<file path="src/rtl/mmio_pkg.sv">
// Shared constants and types for the MMIO UART transmitter.
// Address defaults, byte width and the UART state encoding.
package mmio_pkg;

    localparam int unsigned BYTE_W = 8;

    localparam logic [31:0] TX_ADDR_DEF   = 32'h0000_1000;
    localparam logic [31:0] HALT_ADDR_DEF = 32'h0000_1004;

    typedef enum logic [2:0] {
        IDLE,
        START,
        DATA,
        PARITY,
        STOP
    } uart_state_t;

endpackage

</file>
<file path="src/rtl/sync_fifo.sv">
// Synchronous FIFO with occupancy counter.
// A push while full is honoured only when a pop happens in the same cycle.
module sync_fifo #(
    parameter int unsigned WIDTH = 8,
    parameter int unsigned DEPTH = 8
) (
    input  logic             clk,
    input  logic             reset,
    input  logic             push,
    input  logic             pop,
    input  logic [WIDTH-1:0] din,
    output logic [WIDTH-1:0] dout,
    output logic             full,
    output logic             empty
);

    localparam int unsigned AW = $clog2(DEPTH);

    logic [WIDTH-1:0] mem_q [DEPTH];
    logic [AW-1:0]    wptr_q;
    logic [AW-1:0]    rptr_q;
    logic [AW:0]      count_q;
    logic             wr_en;
    logic             rd_en;

    assign rd_en = pop && !empty;
    assign wr_en = push && (!full || rd_en);

    assign dout  = mem_q[rptr_q];
    assign full  = (count_q == (AW + 1)'(DEPTH));
    assign empty = (count_q == '0);

    // Storage array; no reset needed since count gates visibility.
    always_ff @(posedge clk) begin
        if (wr_en) begin
            mem_q[wptr_q] <= din;
        end
    end

    // Pointer and occupancy bookkeeping.
    always_ff @(posedge clk) begin
        if (reset) begin
            wptr_q  <= '0;
            rptr_q  <= '0;
            count_q <= '0;
        end else begin
            if (wr_en) begin
                wptr_q <= wptr_q + 1'b1;
            end
            if (rd_en) begin
                rptr_q <= rptr_q + 1'b1;
            end
            unique case ({wr_en, rd_en})
                2'b10:   count_q <= count_q + 1'b1;
                2'b01:   count_q <= count_q - 1'b1;
                default: count_q <= count_q;
            endcase
        end
    end

endmodule

</file>
<file path="src/rtl/mmio_uart_tx.sv">
// MMIO store sink: TX byte register into a FIFO-fed UART, plus a HALT latch.
// Define MMIO_UART_PARITY_EN to add an even-parity bit after the data bits.
module mmio_uart_tx
    import mmio_pkg::*;
#(
    parameter int unsigned CLKS_PER_BIT = 16,
    parameter int unsigned FIFO_DEPTH   = 8,
    parameter logic [31:0] TX_ADDR      = TX_ADDR_DEF,
    parameter logic [31:0] HALT_ADDR    = HALT_ADDR_DEF
) (
    input  logic        clk,
    input  logic        reset,
    input  logic        write_enab,
    input  logic [31:0] data_addr,
    input  logic [31:0] write_data,
    output logic        tx,
    output logic        busy,
    output logic        fifo_full,
    output logic        overflow,
    output logic        halted,
    output logic [31:0] exit_code
);

    localparam int unsigned BAUD_W = $clog2(CLKS_PER_BIT);
    localparam logic [BAUD_W-1:0] BAUD_LOAD = BAUD_W'(CLKS_PER_BIT - 1);

    uart_state_t       state_q, state_d;
    logic [BAUD_W-1:0] baud_q, baud_d;
    logic [BYTE_W-1:0] shift_q, shift_d;
    logic [2:0]        idx_q, idx_d;
    logic              overflow_q;
    logic              halted_q;
    logic [31:0]       exit_q;
`ifdef MMIO_UART_PARITY_EN
    logic              par_q, par_d;
`endif

    logic              tx_hit;
    logic              halt_hit;
    logic              push;
    logic              pop;
    logic              fifo_empty;
    logic [BYTE_W-1:0] fifo_dout;

    assign tx_hit   = write_enab && (data_addr == TX_ADDR);
    assign halt_hit = write_enab && (data_addr == HALT_ADDR);
    assign pop      = (state_q == IDLE) && !fifo_empty;
    assign push     = tx_hit && (!fifo_full || pop);

    assign busy      = (state_q != IDLE) || !fifo_empty;
    assign overflow  = overflow_q;
    assign halted    = halted_q;
    assign exit_code = exit_q;

    sync_fifo #(
        .WIDTH (BYTE_W),
        .DEPTH (FIFO_DEPTH)
    ) u_fifo (
        .clk   (clk),
        .reset (reset),
        .push  (push),
        .pop   (pop),
        .din   (write_data[BYTE_W-1:0]),
        .dout  (fifo_dout),
        .full  (fifo_full),
        .empty (fifo_empty)
    );

    // Sticky overflow and first-store-wins halt capture.
    always_ff @(posedge clk) begin
        if (reset) begin
            overflow_q <= 1'b0;
            halted_q   <= 1'b0;
            exit_q     <= '0;
        end else begin
            if (tx_hit && !push) begin
                overflow_q <= 1'b1;
            end
            if (halt_hit && !halted_q) begin
                halted_q <= 1'b1;
                exit_q   <= write_data;
            end
        end
    end

    // UART state and datapath registers.
    always_ff @(posedge clk) begin
        if (reset) begin
            state_q <= IDLE;
            baud_q  <= '0;
            shift_q <= '0;
            idx_q   <= '0;
        end else begin
            state_q <= state_d;
            baud_q  <= baud_d;
            shift_q <= shift_d;
            idx_q   <= idx_d;
        end
    end

`ifdef MMIO_UART_PARITY_EN
    // Parity of the byte in flight, computed once at load.
    always_ff @(posedge clk) begin
        if (reset) begin
            par_q <= 1'b0;
        end else begin
            par_q <= par_d;
        end
    end
`endif

    // Next-state and line output; each non-idle state lasts CLKS_PER_BIT cycles.
    always_comb begin
        state_d = state_q;
        baud_d  = baud_q;
        shift_d = shift_q;
        idx_d   = idx_q;
        tx      = 1'b1;
`ifdef MMIO_UART_PARITY_EN
        par_d   = par_q;
`endif
        unique case (state_q)
            IDLE: begin
                if (!fifo_empty) begin
                    shift_d = fifo_dout;
                    baud_d  = BAUD_LOAD;
                    state_d = START;
`ifdef MMIO_UART_PARITY_EN
                    par_d   = ^fifo_dout;
`endif
                end
            end
            START: begin
                tx = 1'b0;
                if (baud_q == '0) begin
                    baud_d  = BAUD_LOAD;
                    idx_d   = '0;
                    state_d = DATA;
                end else begin
                    baud_d = baud_q - 1'b1;
                end
            end
            DATA: begin
                tx = shift_q[0];
                if (baud_q == '0) begin
                    baud_d  = BAUD_LOAD;
                    shift_d = shift_q >> 1;
                    idx_d   = idx_q + 3'd1;
                    if (idx_q == 3'd7) begin
`ifdef MMIO_UART_PARITY_EN
                        state_d = PARITY;
`else
                        state_d = STOP;
`endif
                    end
                end else begin
                    baud_d = baud_q - 1'b1;
                end
            end
`ifdef MMIO_UART_PARITY_EN
            PARITY: begin
                tx = par_q;
                if (baud_q == '0) begin
                    baud_d  = BAUD_LOAD;
                    state_d = STOP;
                end else begin
                    baud_d = baud_q - 1'b1;
                end
            end
`endif
            STOP: begin
                tx = 1'b1;
                if (baud_q == '0) begin
                    state_d = IDLE;
                end else begin
                    baud_d = baud_q - 1'b1;
                end
            end
            default: begin
                state_d = IDLE;
            end
        endcase
    end

endmodule

</file>
<file path="config.mk">
export PLATFORM = sky130hd
export DESIGN_NAME = mmio_uart_tx
export DESIGN_NICKNAME = d
export VERILOG_FILES = /design/src/rtl/mmio_pkg.sv /design/src/rtl/sync_fifo.sv /design/src/rtl/mmio_uart_tx.sv
export SDC_FILE = /design/constraint.sdc
export NUM_CORES = 1
export LEC_CHECK = 0
export BUFFER_PORTS_ARGS = -buffer_cell sky130_fd_sc_hd__buf_2
export CAP_MARGIN = 10
export CORE_UTILIZATION = 50
export DETAILED_ROUTE_END_ITERATION = 16
export GPL_TIMING_DRIVEN = 0
export HOLD_SLACK_MARGIN = 0.03
export PLACE_DENSITY = 0.83
export SYNTH_ARGS = -nofsm -noshare
export SYNTH_HDL_FRONTEND = slang
export SYNTH_SLANG_ARGS = --single-unit
</file>
<file path="constraint.sdc">
create_clock -name clk -period 7.7 [get_ports clk]
set_input_delay 0.385 -clock clk [delete_from_list [all_inputs] [get_ports clk]]
set_output_delay 0.385 -clock clk [all_outputs]
set_load 0.03 [all_outputs]
</file>
-- Yosys cells after proc, flatten, opt, wreduce, memory -nomap -nowiden
Memories as Yosys holds them, arrays and structs flattened. A register that Yosys moved wholly into a read port is not among the register bits.
Index checks and enable logic that the tools add are counted.
- output and inout bits: 37
- word-level logic and storage cells: 81
- latch bits: 0
- bits of input ports: 67
- memory bits (read-only): 0
- memory bits (writable): 64
- flip-flop bits (word level): 62
- memories: 1
- reductions and logical operators: 28
- equality and inequality tests: 15
- shift operators: 0
- order comparisons: 0
- bitwise logic cells: 0
- $add $sub $neg: 6
- divide/modulo/power cells: 0
- $mul: 0
- muxes and demuxes: 21
- memories (memory ; words ; bits a word ; read ports ; clocked after memory_dff ; wr ports ; line ; source):
    u_fifo.mem_q ; 8 ; 8 ; 1 ; 1 ; 1 ; sync_fifo.sv:19 ; logic [WIDTH-1:0] mem_q [DEPTH];
- operators by type and width (cell ; count):
    32-bit by 13-bit == test with 1-bit output, second input constant ; 2
    3-bit two-way mux ; 8
    8-bit two-way mux ; 2
    8-bit one-hot mux with 2 select lines ; 1
    4-bit two-way mux ; 3
    2-bit != test, second input constant ; 6
    3-bit one-hot mux with 4 select lines ; 1
    4-bit one-hot mux with 3 select lines ; 1
    3-bit by 1-bit adder with 3-bit output, second input constant ; 3
    3-bit AND reduction ; 3
    1-bit logical AND ; 8
    4-bit logical NOT ; 2
    4-bit one-hot mux with 2 select lines ; 1
    4-bit by 1-bit subtractor with 4-bit output, second input constant ; 2
    3-bit == test, second input constant ; 2
    3-bit one-hot mux with 2 select lines ; 1
    2-bit nonzero test ; 3
    3-bit nonzero test ; 2
    5-bit AND reduction ; 1
    4-bit by 1-bit adder with 4-bit output, second input constant ; 1
    4-bit == test, second input constant ; 1
    1-bit logical NOT ; 4
    3-bit by 1-bit == test with 1-bit output, second input constant ; 1
    3-bit by 2-bit == test with 1-bit output, second input constant ; 1
    7 further kinds ; 10

-- Depth between registers and ports, before layout
Gate-level depths: netlist (run 1).
- depth in word-level cells: 8
- gate-level depth with buffers: 12
- depth with buffers taken out: 11

-- By module
A second synthesis (run 1) with hierarchy kept.
- cells, all modules: 441
- area, all modules: 5738.0 µm²
- modules (own cells, without submodules) (module ; cells each ; area each (µm²) ; sequential area each (µm²) ; instances):
    sync_fifo ; 176 ; 3203.1 ; 2182.1 ; 1
    mmio_uart_tx ; 265 ; 2534.9 ; 1041.0 ; 1

-- Least setup slack after synthesis (run 1)
No wires, ideal clock.
- path type: input port to flip-flop
- start: input port data_addr[22]
- end: register u_fifo.count_q[2]
- setup slack: 4.844 ns
- stages on the path: 11
- arrival: 2.782 ns
- path through: nor4_1 nand4_2 or2_1 or3_1 ha_1 xor2_1 ha_1 a21oi_1 xor2_1 or3_1 a21oi_1
- longest elaborated chain between the ends: 6
- RTL lines (element ; line ; source):
    start: declaration ; mmio_uart_tx.sv:14 ; input logic [31:0] data_addr,
    32-bit by 13-bit == test with 1-bit output * ; mmio_uart_tx.sv:45 ; assign tx_hit = write_enab && (data_addr == TX_ADDR);
    1-bit logical AND * ; mmio_uart_tx.sv:45 ;
    1-bit logical AND * ; mmio_uart_tx.sv:48 ; assign push = tx_hit && (!fifo_full || pop);
    1-bit logical AND * ; sync_fifo.sv:27 ; assign wr_en = push && (!full || rd_en);
    2-bit by 1-bit == test with 1-bit output or 2-bit == test (tied branches) ; sync_fifo.sv:53 ; unique case ({wr_en, rd_en})
    4-bit one-hot mux with 2 select lines or 2-bit nonzero test (tied branches) ; -- ;
    end signal: assignment ; sync_fifo.sv:54 ; 2'b10: count_q <= count_q + 1'b1;
    end signal: assignment ; sync_fifo.sv:55 ; 2'b01: count_q <= count_q - 1'b1;
    end signal: assignment ; sync_fifo.sv:56 ; default: count_q <= count_q;
    end: declaration ; sync_fifo.sv:22 ; logic [AW:0] count_q;
Mark *: on every way between the ends. The rest lies on a longest branch, timed or not.
A chain may end at the register's enable or synchronous reset.

-- Final worst setup path (run 1)
- start: register state_q[2]
- end: register u_fifo.count_q[2]
- longest elaborated chain between the ends: 7
- RTL lines (element ; line ; source):
    start: declaration ; mmio_uart_tx.sv:27 ; uart_state_t state_q, state_d;
    start signal: assignment ; mmio_uart_tx.sv:94 ; state_q <= state_d;
    3-bit logical NOT * ; mmio_uart_tx.sv:47 ; assign pop = (state_q == IDLE) && !fifo_empty;
    1-bit logical AND * ; mmio_uart_tx.sv:47 ;
    1-bit logical OR or 1-bit logical AND (tied branches) ; mmio_uart_tx.sv:48, sync_fifo.sv:26 ;
    1-bit logical AND or 1-bit logical OR (tied branches) ; mmio_uart_tx.sv:48, sync_fifo.sv:27 ;
    1-bit logical AND ; sync_fifo.sv:27 ;
    2-bit by 1-bit == test with 1-bit output or 2-bit == test (tied branches) ; sync_fifo.sv:53 ;
    4-bit one-hot mux with 2 select lines or 2-bit nonzero test (tied branches) ; -- ;
Marks and branches as above.

==> run_results.csv, run 1 <==
group,metric,value,unit
run_status,status,"completed",
floorplanning,coreArea,11100,sq um
detailed_routing,dr.pass1.iters,4,
placed_design,gp_congestion,0.769,
timing,max_freq,351,MHz
detailed_routing,via_per_inst,5.41,
hold_path,min_from,"write_data[19]",
power,power_frac_clock,51.0,%
timing,fin_crit,2.85,ns
power,seq_power_share,46.0,%
finish,num-fill-cells,827,
synth,ys_warn_count,0,
clocking,clkTransAtPathRegs,0.06,ns
clocking,cts_made_buffers,17,
synth,syn_area_per_cell,13.0,sq um
detailed_routing,drt_iter0_markers,244,
power,power_frac_comb,3.0,%
timing,worstMarginPinSlew,0.771,ns
finish,finalNetCount,648,
finish,final_common_cell,"buf_2",
finish,fin_util,64.5,%
timing,slew_violations,0,
placed_design,port_buffers,102,
global_route,antenna_found_initial,0,
worst_setup_path,reg2reg_setup_slack,4.85,ns
power,switching_share,21.3,%
worst_setup_path,end_kind,"flop",
placed_design,hpwlAfterDp,8.34,mm
clocking,clock_latency,0.41,ns
detailed_routing,wl_per_cell,16.9,microns
finish,final_cell_mix,"buf_2 (107), nand2b_1 (71), dfxtp_1 (65)",
timing,post-route-period-util,37.0,%
hold_path,holdPathStages,3,
power,p_int,1.23,mW
clocking,cts_setup_buffers,0,
clocking,clk_path_buf_depth,2,
timing,hold_ws,0.230,ns
worst_setup_path,crit_fanout,9,
worst_setup_path,r2r-start,"state_q[2]",
timing,rsz0062_at_grt,"no",
finish,layout-drive-gt1-share,34.6,%
worst_setup_path,critPathArrivalTime,3.18,ns
synth,syn-cell-area,5810,sq um
timing,tns,0,ns
clocking,cts-root-buf,"clkbuf_16",
detailed_routing,wirelength,12.3,mm
global_route,grt_pass1_wl,19.9,mm
clocking,cts_htree_levels,4,
job,maxCapViolCount,0,
worst_setup_path,crit_type,"reg2reg",
floorplanning,initial_core_util,52.4,%
hold_path,hold_path_end,"exit_code[19]",
floorplanning,die_h,110,microns
detailed_routing,drc_errors,0,
timing,skew,0.0100,ns
clocking,ctsHoldBuffers,0,
worst_setup_path,critPathRequiredTime,8.03,ns
power,switching_power,0.333,mW
worst_setup_path,rr_endpoint,"u_fifo.count_q[2]",
finish,multi_input_area,2440,sq um
power,irDropWorstVdd,0.152,mV
clocking,ctsResizeCount,0,
detailed_routing,vias,3927,
floorplanning,rows,38,
global_route,grt.total_usage,22.2,%
hold_path,hp-class,"in2reg",
floorplanning,ioPinCount,104,
synth,syn-num-nets,523,
finish,areaGrowthSynthToFinish,23.0,%
global_route,grt_pass1_vias,4100,
global_route,grt_max_degree,17,
detailed_routing,antenna_left,0,
clocking,cts_tree,"built",
worst_setup_path,start_kind,"flop",
power,p_leak,2.64,nW
floorplanning,die-area,12100,sq um
synth,synth_cell_types,56,
clocking,cts_sinks,129,
floorplanning,die_width,110,microns
synth,synthCells,448,
global_route,grt-ovfl-total,0,
finish,regArea,3220,sq um
worst_setup_path,worstRegToRegCells,12,
synth,synth-seq-cells,129,
finish,n_antenna_cell,0,
timing,finalSetupViolations,0,
power,p_per_area,219,nW/um^2
timing,relSlewSlack,48.5,%
power,power,1.56,mW
synth,ys_seq_area_share,55.5,%
timing,hold_viol,0,
-- cell usage after synthesis (all sizes together) --
library cell  instances  area share [%]
nand2b               71             7.6
dfxtp                65              22
edfxtp               64              33
mux2i                43             7.4
nor2                 25             1.6
mux4                 16             6.2
nand2                15             1.3
a21oi                14             1.7
buf                  14             1.7
clkbuf               14            0.90
nor4                 14             2.6
nor3                  9            0.97
ha                    8             1.7
a211o                 7             1.1
inv                   6            0.39
nor2b                 6            0.65
a211oi                5            0.65
xor2                  5            0.75
mux2                  4            0.78
nor4b                 4             1.2
or3                   4            0.43
a22oi                 3            0.47
nand3                 3            0.26
nand4                 3            0.69
o21ai                 3            0.26
or3b                  3            0.45
and2                  2            0.22
and3                  2            0.22
nor3b                 2            0.26
o22ai                 2            0.32
or2                   2            0.22
a21boi                1            0.13
and3b                 1            0.15
nand3b                1            0.13
nand4b                1            0.15
o21a                  1            0.13
o21ba                 1            0.17
o21bai                1            0.13
o31a                  1            0.15
or4                   1            0.19
xnor2                 1            0.15
-- critical path, stage by stage, from the launching register on --
cell and delay (ns):
dfxtp_1 0.29, buf_2 0.17, nor3_4 0.33, nor2b_1 0.08
buf_2 0.19, or3_1 0.39, ha_1 0.26, xor2_1 0.17
ha_1 0.18, a21oi_1 0.15, xor2_1 0.10, or3_1 0.32
a21oi_1 0.14
-- cells by family after synthesis --
group / Yosys count / share of synthesized area, %
simple gates: 169 / 19.3
flops: 129 / 55.5
mux: 63 / 14.4
compound gates: 39 / 5.19
buf+inv: 34 / 2.95
fa+ha+maj: 8 / 1.72
xor+xnor: 6 / 0.905
-- registers in the layout (all words and copies together) (netlist names), named ones only --
register / flops
baud_q: 4
exit_code: 32
halted: 1
idx_q: 3
overflow: 1
shift_q: 8
state_q: 3
u_fifo.count_q: 4
u_fifo.mem_q: 64
u_fifo.rptr_q: 3
u_fifo.wptr_q: 3
-- layer usage --
layer / up-vias / part of all wire [%] / GRT usage (%)
met5: - / 0 / 0
met1: 1926 / 41 / 25.9
li1: 1884 / - / -
met3: 10 / 5.4 / 6.70
met4: 0 / 0.93 / 7.90
met2: 107 / 53 / 38.6
-- through the flow --
step                      worst slack [ns]  cell area [sq um]  instances
after global routing                  4.65               7140        726
after floorplan                       4.84               5810        448
after global placement                4.44               6490        690
final                                 4.85               7140        726
after detailed placement              4.44               6550        694
after CTS                             4.84               7140        726
-- power by group through the flow --
stage / Sequential [mW] / Clock [mW] / Combinational, mW
after floorplan: 0.734 / 0 / 0.0179
after global placement: 0.734 / 0 / 0.0439
after detailed placement: 0.734 / 0 / 0.0463
after CTS: 0.719 / 0.806 / 0.0468
after global routing: 0.719 / 0.836 / 0.0511
final: 0.719 / 0.797 / 0.0466
-- cell type report --
cell class / count / area share (%)
buffer: 28 / 2.08
tap: 140 / 2.45
clock inverter: 14 / 2.15
multi-input combinational: 285 / 34.1
timing repair buffer: 106 / 7.57
sequential: 129 / 45.1
clock buffer: 18 / 6.15
inverter: 6 / 0.315
-- worst max path at each step --
stage,slack [ns],start,depth (start not counted),to
after floorplan,4.84,data_addr[22],11,u_fifo.count_q[2]
after global placement,4.44,data_addr[22],5,u_fifo.mem_q[2][3]
after detailed placement,4.44,data_addr[22],12,u_fifo.count_q[2]
after CTS,4.84,state_q[2],12,u_fifo.count_q[2]
after global routing,4.65,data_addr[21],12,u_fifo.count_q[2]
final,4.85,state_q[2],12,u_fifo.count_q[2]
(Power assumes the default switching activity.)
==> run 2: changes to the inputs <==
- PLACE_DENSITY: 0.83 -> 0.86
- clock period: 7.7 -> 2.3 ns (I/O delays scaled with it)
==> run 2 against run 1 <==
The flow now finishes with violations (setup timing). Via count is 7.8% higher. Highest routed layer unchanged. Combinational power grew to 4.4 times the previous value. Clock power grew to 3.2 times the previous value. Final cell count is 5.9% higher. Worst hold slack worse by 0.18 ns.
==> run_results.csv, run 2 (synthesized netlist as in run 1, its figures left out) <==
group,metric,value,unit
run_status,status,"finished with violations",
run_status,violations,"setup timing",
timing,post-route-period-util,103,%
timing,fin_crit,2.36,ns
power,p_per_area,677,nW/um^2
finish,n_antenna_cell,0,
detailed_routing,dr.pass1.iters,4,
timing,max_freq,423,MHz
clocking,cts_htree_levels,4,
timing,skew,0.0116,ns
floorplanning,coreArea,11100,sq um
clocking,cts_tree,"built",
floorplanning,die-area,12100,sq um
clocking,cts_made_buffers,17,
finish,final_cell_mix,"buf_2 (105), nand2b_1 (71), edfxtp_1 (64)",
worst_setup_path,crit_type,"reg2reg",
floorplanning,die_width,110,microns
job,maxCapViolCount,0,
global_route,antenna_found_initial,0,
floorplanning,die_h,110,microns
worst_setup_path,path_delay_family,"simple AND/OR/NAND/NOR gates",
floorplanning,ioPinCount,104,
finish,fin_util,68.9,%
clocking,cts_sinks,129,
floorplanning,initial_core_util,52.4,%
timing,hold_viol,0,
placed_design,gp_congestion,0.786,
detailed_routing,vias,4234,
worst_setup_path,critPathRequiredTime,2.63,ns
clocking,clock_latency,0.41,ns
timing,relSlewSlack,50.2,%
detailed_routing,antenna_left,0,
placed_design,port_buffers,102,
global_route,grt_pass1_wl,22.3,mm
clocking,clk_path_buf_depth,2,
hold_path,hp-class,"in2reg",
global_route,grt_pass1_vias,4665,
finish,regMostFlops,"u_fifo.mem_q",
finish,layout-drive-gt1-share,37.2,%
power,p_leak,2.83,nW
worst_setup_path,critPathArrivalTime,2.70,ns
worst_setup_path,slowest_stage,"or3_4",
timing,finalSetupViolations,1,
clocking,cts-root-buf,"clkbuf_16",
worst_setup_path,crit_fanout,3,
power,irDropWorstVdd,0.528,mV
worst_setup_path,start_kind,"flop",
worst_setup_path,crit_path_cell_trace,"nor3_4 > nor2b_4 > or3_4 > ha_4 > xor2_1 > ha_2 > a21oi_2 > xor2_1 > or3_1 > a21oi_2",
worst_setup_path,cp.depth,10,
detailed_routing,via_per_inst,5.51,
worst_setup_path,crit_buf_inv,0,
worst_setup_path,end_kind,"flop",
timing,timing.final.ws_setup,-0.0621,ns
timing,rsz0062_at_grt,"yes",
clocking,clkTransAtPathRegs,0.06,ns
worst_setup_path,worstRegToRegCells,10,
finish,areaGrowthSynthToFinish,31.5,%
placed_design,hpwlAfterDp,8.53,mm
global_route,grt.total_usage,25.0,%
floorplanning,rows,38,
detailed_routing,wirelength,14.5,mm
timing,tns,-0.0621,ns
finish,num-fill-cells,698,
finish,finalNetCount,691,
timing,slew_violations,0,
detailed_routing,drc_errors,0,
global_route,grt-ovfl-total,0,
power,power,5.17,mW
finish,final_common_cell,"buf_2",
finish,largest_register_ffs,64,
global_route,grt_max_degree,17,
hold_path,holdPathStages,1,
worst_setup_path,max_stage_delay,0.41,ns
detailed_routing,drt_iter0_markers,217,
detailed_routing,wl_per_cell,18.8,microns
timing,worstMarginPinSlew,0.747,ns
## run 2: changes by cell type in the layout (fill, tap and decap cells not counted), sizes merged
cell / change
buf: +13
clkbuf: +1
clkinv: +4
dlygate4sd3: +31
clkinvlp: -2
inv: -4
## run 2: final timing paths
| kind | from | end | slack [ns] |
|---|---|---|---|
| worst max-delay path | state_q[1] | u_fifo.count_q[2] | -0.06 |
| worst min-delay path | write_data[2] | u_fifo.mem_q[6][2] | 0.05 |
| worst max register to register | state_q[1] | u_fifo.count_q[2] | -0.06 |
| worst min register to register | shift_q[4] | shift_q[4] | 0.46 |
## run 2: report_power, final
| part | leakage [nW] | total (mW) | internal [mW] | switching (mW) |
|---|---|---|---|---|
| Combinational | 1.46 | 0.206 | 0.109 | 0.0978 |
| Clock | 0.275 | 2.56 | 1.58 | 0.979 |
| Sequential | 1.10 | 2.41 | 2.41 | 0.00000000394 |
## run 2: what timing repair did
item	4_1_cts	5_1_grt
buffers inserted	7	11
gates resized for setup	8	11
pin swaps	5	10
endpoints found under the hold margin	74	0
endpoints found under the setup margin	27	18
hold buffers	31	0
## run 2: worst register-to-register path, stage by stage (launching register included)
cell and delay, ns:
dfxtp_2 0.33, nor3_4 0.27, nor2b_4 0.07, or3_4 0.41, ha_4 0.18, xor2_1 0.16
ha_2 0.20, a21oi_2 0.04, xor2_1 0.14, or3_1 0.37, a21oi_2 0.13
## run 2: routing by layer
layer | global-route usage, % | vias to the layer above | wire length, microns
met4 | 11.1 | 0 | 339
li1 | - | 1968 | -
met5 | 0 | - | 0
met3 | 6.58 | 32 | 711
met1 | 26.0 | 2080 | 5470
met2 | 46.7 | 154 | 7940
## run 2: stage by stage
step | instance area (sq um) | instances | worst slack, ns | hold WS [ns]
global placement | 6560 | 690 | -0.646 | 0.378
detailed placement | 6600 | 692 | -0.468 | 0.384
CTS | 7520 | 760 | -0.0727 | 0.0467
floorplan | 5870 | 448 | -0.153 | 0.214
finish | 7640 | 769 | -0.0621 | 0.0456
global route | 7640 | 769 | -0.209 | 0.0450
## run 2: final cells by class
cell class	count	area, sq um	share of cell area [%]
Tap cell	140	175	2.29
Clock inverter	12	119	1.56
Clock buffer	20	437	5.72
Sequential cell	129	3240	42.4
Inverter	6	22.5	0.295
Timing Repair Buffer	152	963	12.6
Buffer	25	135	1.77
Multi-Input combinational cell	285	2550	33.4
==> run 3: changes to the inputs <==
- CORE_UTILIZATION: 50 -> 40
- PLACE_DENSITY: 0.86 -> 0.73
==> run 3 against run 2 <==
The run still ends with setup timing left. Count of clock-buffer cells in the layout is 3 lower. Utilization shrank 14 points. Clock power up 9.4%. Power increased by 4.7%. Sequential share of layout area shrank 0.47 points. Highest routed layer unchanged.
==> run_results.csv, run 3 (synthesized netlist as in run 1, its figures left out) <==
group,metric,value,unit
clocking,cts_htree_levels,4,
global_route,grt_max_degree,17,
worst_setup_path,crit_fanout,7,
finish,final_common_cell,"buf_2",
worst_setup_path,start_kind,"input port",
global_route,grt.total_usage,17.5,%
floorplanning,coreArea,14000,sq um
hold_path,hp-class,"in2reg",
placed_design,dp_worst_setup_slack,-0.460,ns
placed_design,port_buffers,102,
finish,final_cell_mix,"buf_2 (105), nand2b_1 (71), edfxtp_1 (64)",
timing,fin_crit,2.32,ns
timing,finalSetupViolations,1,
placed_design,gp_congestion,0.767,
worst_setup_path,crit_path_cell_trace,"buf_2 > nor4_4 > nand4_4 > or2_4 > or3_4 > ha_4 > xor2_1 > ha_2 > a21oi_2 > xor2_1 > or3_1 > a21oi_1",
detailed_routing,drt_iter0_markers,176,
floorplanning,die_h,123,microns
floorplanning,die_width,123,microns
run_status,status,"finished with violations",
worst_setup_path,slowest_stage,"or3_4",
timing,hold_viol,0,
timing,worstMarginPinSlew,1.12,ns
power,irDropWorstVdd,0.485,mV
clocking,cts_made_buffers,17,
floorplanning,initial_core_util,41.4,%
worst_setup_path,worst_path_most_repeated_cell,"xor2_1",
hold_path,holdPathStages,3,
detailed_routing,vias,3976,
finish,largest_register_ffs,64,
finish,finalNetCount,687,
detailed_routing,met3RoutedLength,552,microns
finish,stdcell_area,7710,sq um
floorplanning,ioPinCount,104,
power,p_leak,2.84,nW
detailed_routing,via_per_inst,4.94,
placed_design,hpwlAfterDp,8.21,mm
worst_setup_path,crit_type,"in2reg",
job,maxCapViolCount,0,
timing,relSlewSlack,24.8,%
floorplanning,rows,43,
timing,rsz0062_at_grt,"yes",
floorplanning,die-area,15000,sq um
detailed_routing,wl_per_cell,15.2,microns
timing,skew,0.00821,ns
run_status,violations,"setup timing",
detailed_routing,top_layer_used,"met4",
finish,regMostFlops,"u_fifo.mem_q",
detailed_routing,drc_errors,0,
global_route,grt_pass1_wl,20.3,mm
finish,n_antenna_cell,0,
clocking,clock_latency,0.41,ns
detailed_routing,antenna_left,0,
placed_design,place_area,6640,sq um
timing,post-route-period-util,101,%
detailed_routing,dr_wl_met2,6.25,mm
clocking,cts_tree,"built",
finish,areaGrowthSynthToFinish,32.8,%
clocking,cts_sinks,129,
timing,max_freq,430,MHz
finish,layout-drive-gt1-share,36.6,%
clocking,clkTransAtPathRegs,0.06,ns
detailed_routing,dr.pass1.iters,5,
worst_setup_path,max_stage_delay,0.43,ns
detailed_routing,met1Wirelength,5.25,mm
finish,num-fill-cells,1091,
finish,fin_util,54.9,%
global_route,grt-ovfl-total,0,
global_route,antenna_found_initial,0,
timing,slew_violations,0,
detailed_routing,wirelength,12.3,mm
worst_setup_path,critPathArrivalTime,2.65,ns
worst_setup_path,critPathRequiredTime,2.63,ns
timing,timing.final.ws_setup,-0.0235,ns
worst_setup_path,worstRegToRegCells,9,
worst_setup_path,end_kind,"flop",
global_route,grt_pass1_vias,4284,
clocking,cts-root-buf,"clkbuf_16",
clocking,clk_path_buf_depth,2,
power,p_per_area,702,nW/um^2
run 3: final cells by class:
| cell class | instances | area, sq um | area share [%] |
|---|---|---|---|
| Sequential cell | 129 | 3230 | 41.9 |
| Multi-Input combinational cell | 285 | 2540 | 32.9 |
| Timing Repair Buffer | 148 | 936 | 12.1 |
| Clock buffer | 17 | 425 | 5.51 |
| Tap cell | 180 | 225 | 2.92 |
| Clock inverter | 15 | 198 | 2.56 |
| Buffer | 25 | 135 | 1.75 |
| Inverter | 6 | 22.5 | 0.292 |
run 3: timing repair:
action	4_1_cts	5_1_grt
hold buffers	32	0
pin swaps	4	6
endpoints found under the hold margin	76	0
gates resized for setup	7	7
buffers inserted	9	4
setup endpoints to repair	20	26
run 3: per-layer routing:
metal,vias up,GRT usage [%]
met5,-,0
met4,0,7.01
met3,19,4.41
met2,103,31.1
met1,1892,20.1
li1,1962,-
run 3: path summary, 6_finish.rpt:
path	from	endpoint	slack, ns
worst min-delay path	data_addr[2]	u_fifo.wptr_q[1]	0.13
worst max-delay path	data_addr[29]	u_fifo.count_q[2]	-0.02
worst max register to register	u_fifo.count_q[0]	u_fifo.count_q[2]	0
worst min register to register	overflow	overflow	0.44
run 3: through the flow:
step / TNS, ns / power, mW / hold slack [ns] / std cells
after CTS: -1.20 / 5.45 / 0.117 / 802
after detailed placement: -5.63 / 2.61 / 0.387 / 731
final: -0.0235 / 5.41 / 0.132 / 805
after floorplan: -0.195 / 2.52 / 0.214 / 448
after global routing: -0.165 / 5.58 / 0.133 / 805
after global placement: -19.06 / 2.61 / 0.377 / 730
run 3: critical path, delay by kind of cell:
kind,cells,cell delay (ns)
AOI/OAI and AO/OA,2,0.16
xor gates and xnor gates,2,0.30
adders and majority gates,2,0.38
buffers and inverters,1,0.11
and+or+nand+nor,5,1.59
run 3: power by group:
group | internal, mW | leakage (nW) | switching [mW]
clock network | 1.74 | 0.299 | 1.07
logic | 0.110 | 1.44 | 0.0941
registers | 2.41 | 1.10 | 0.00000000373
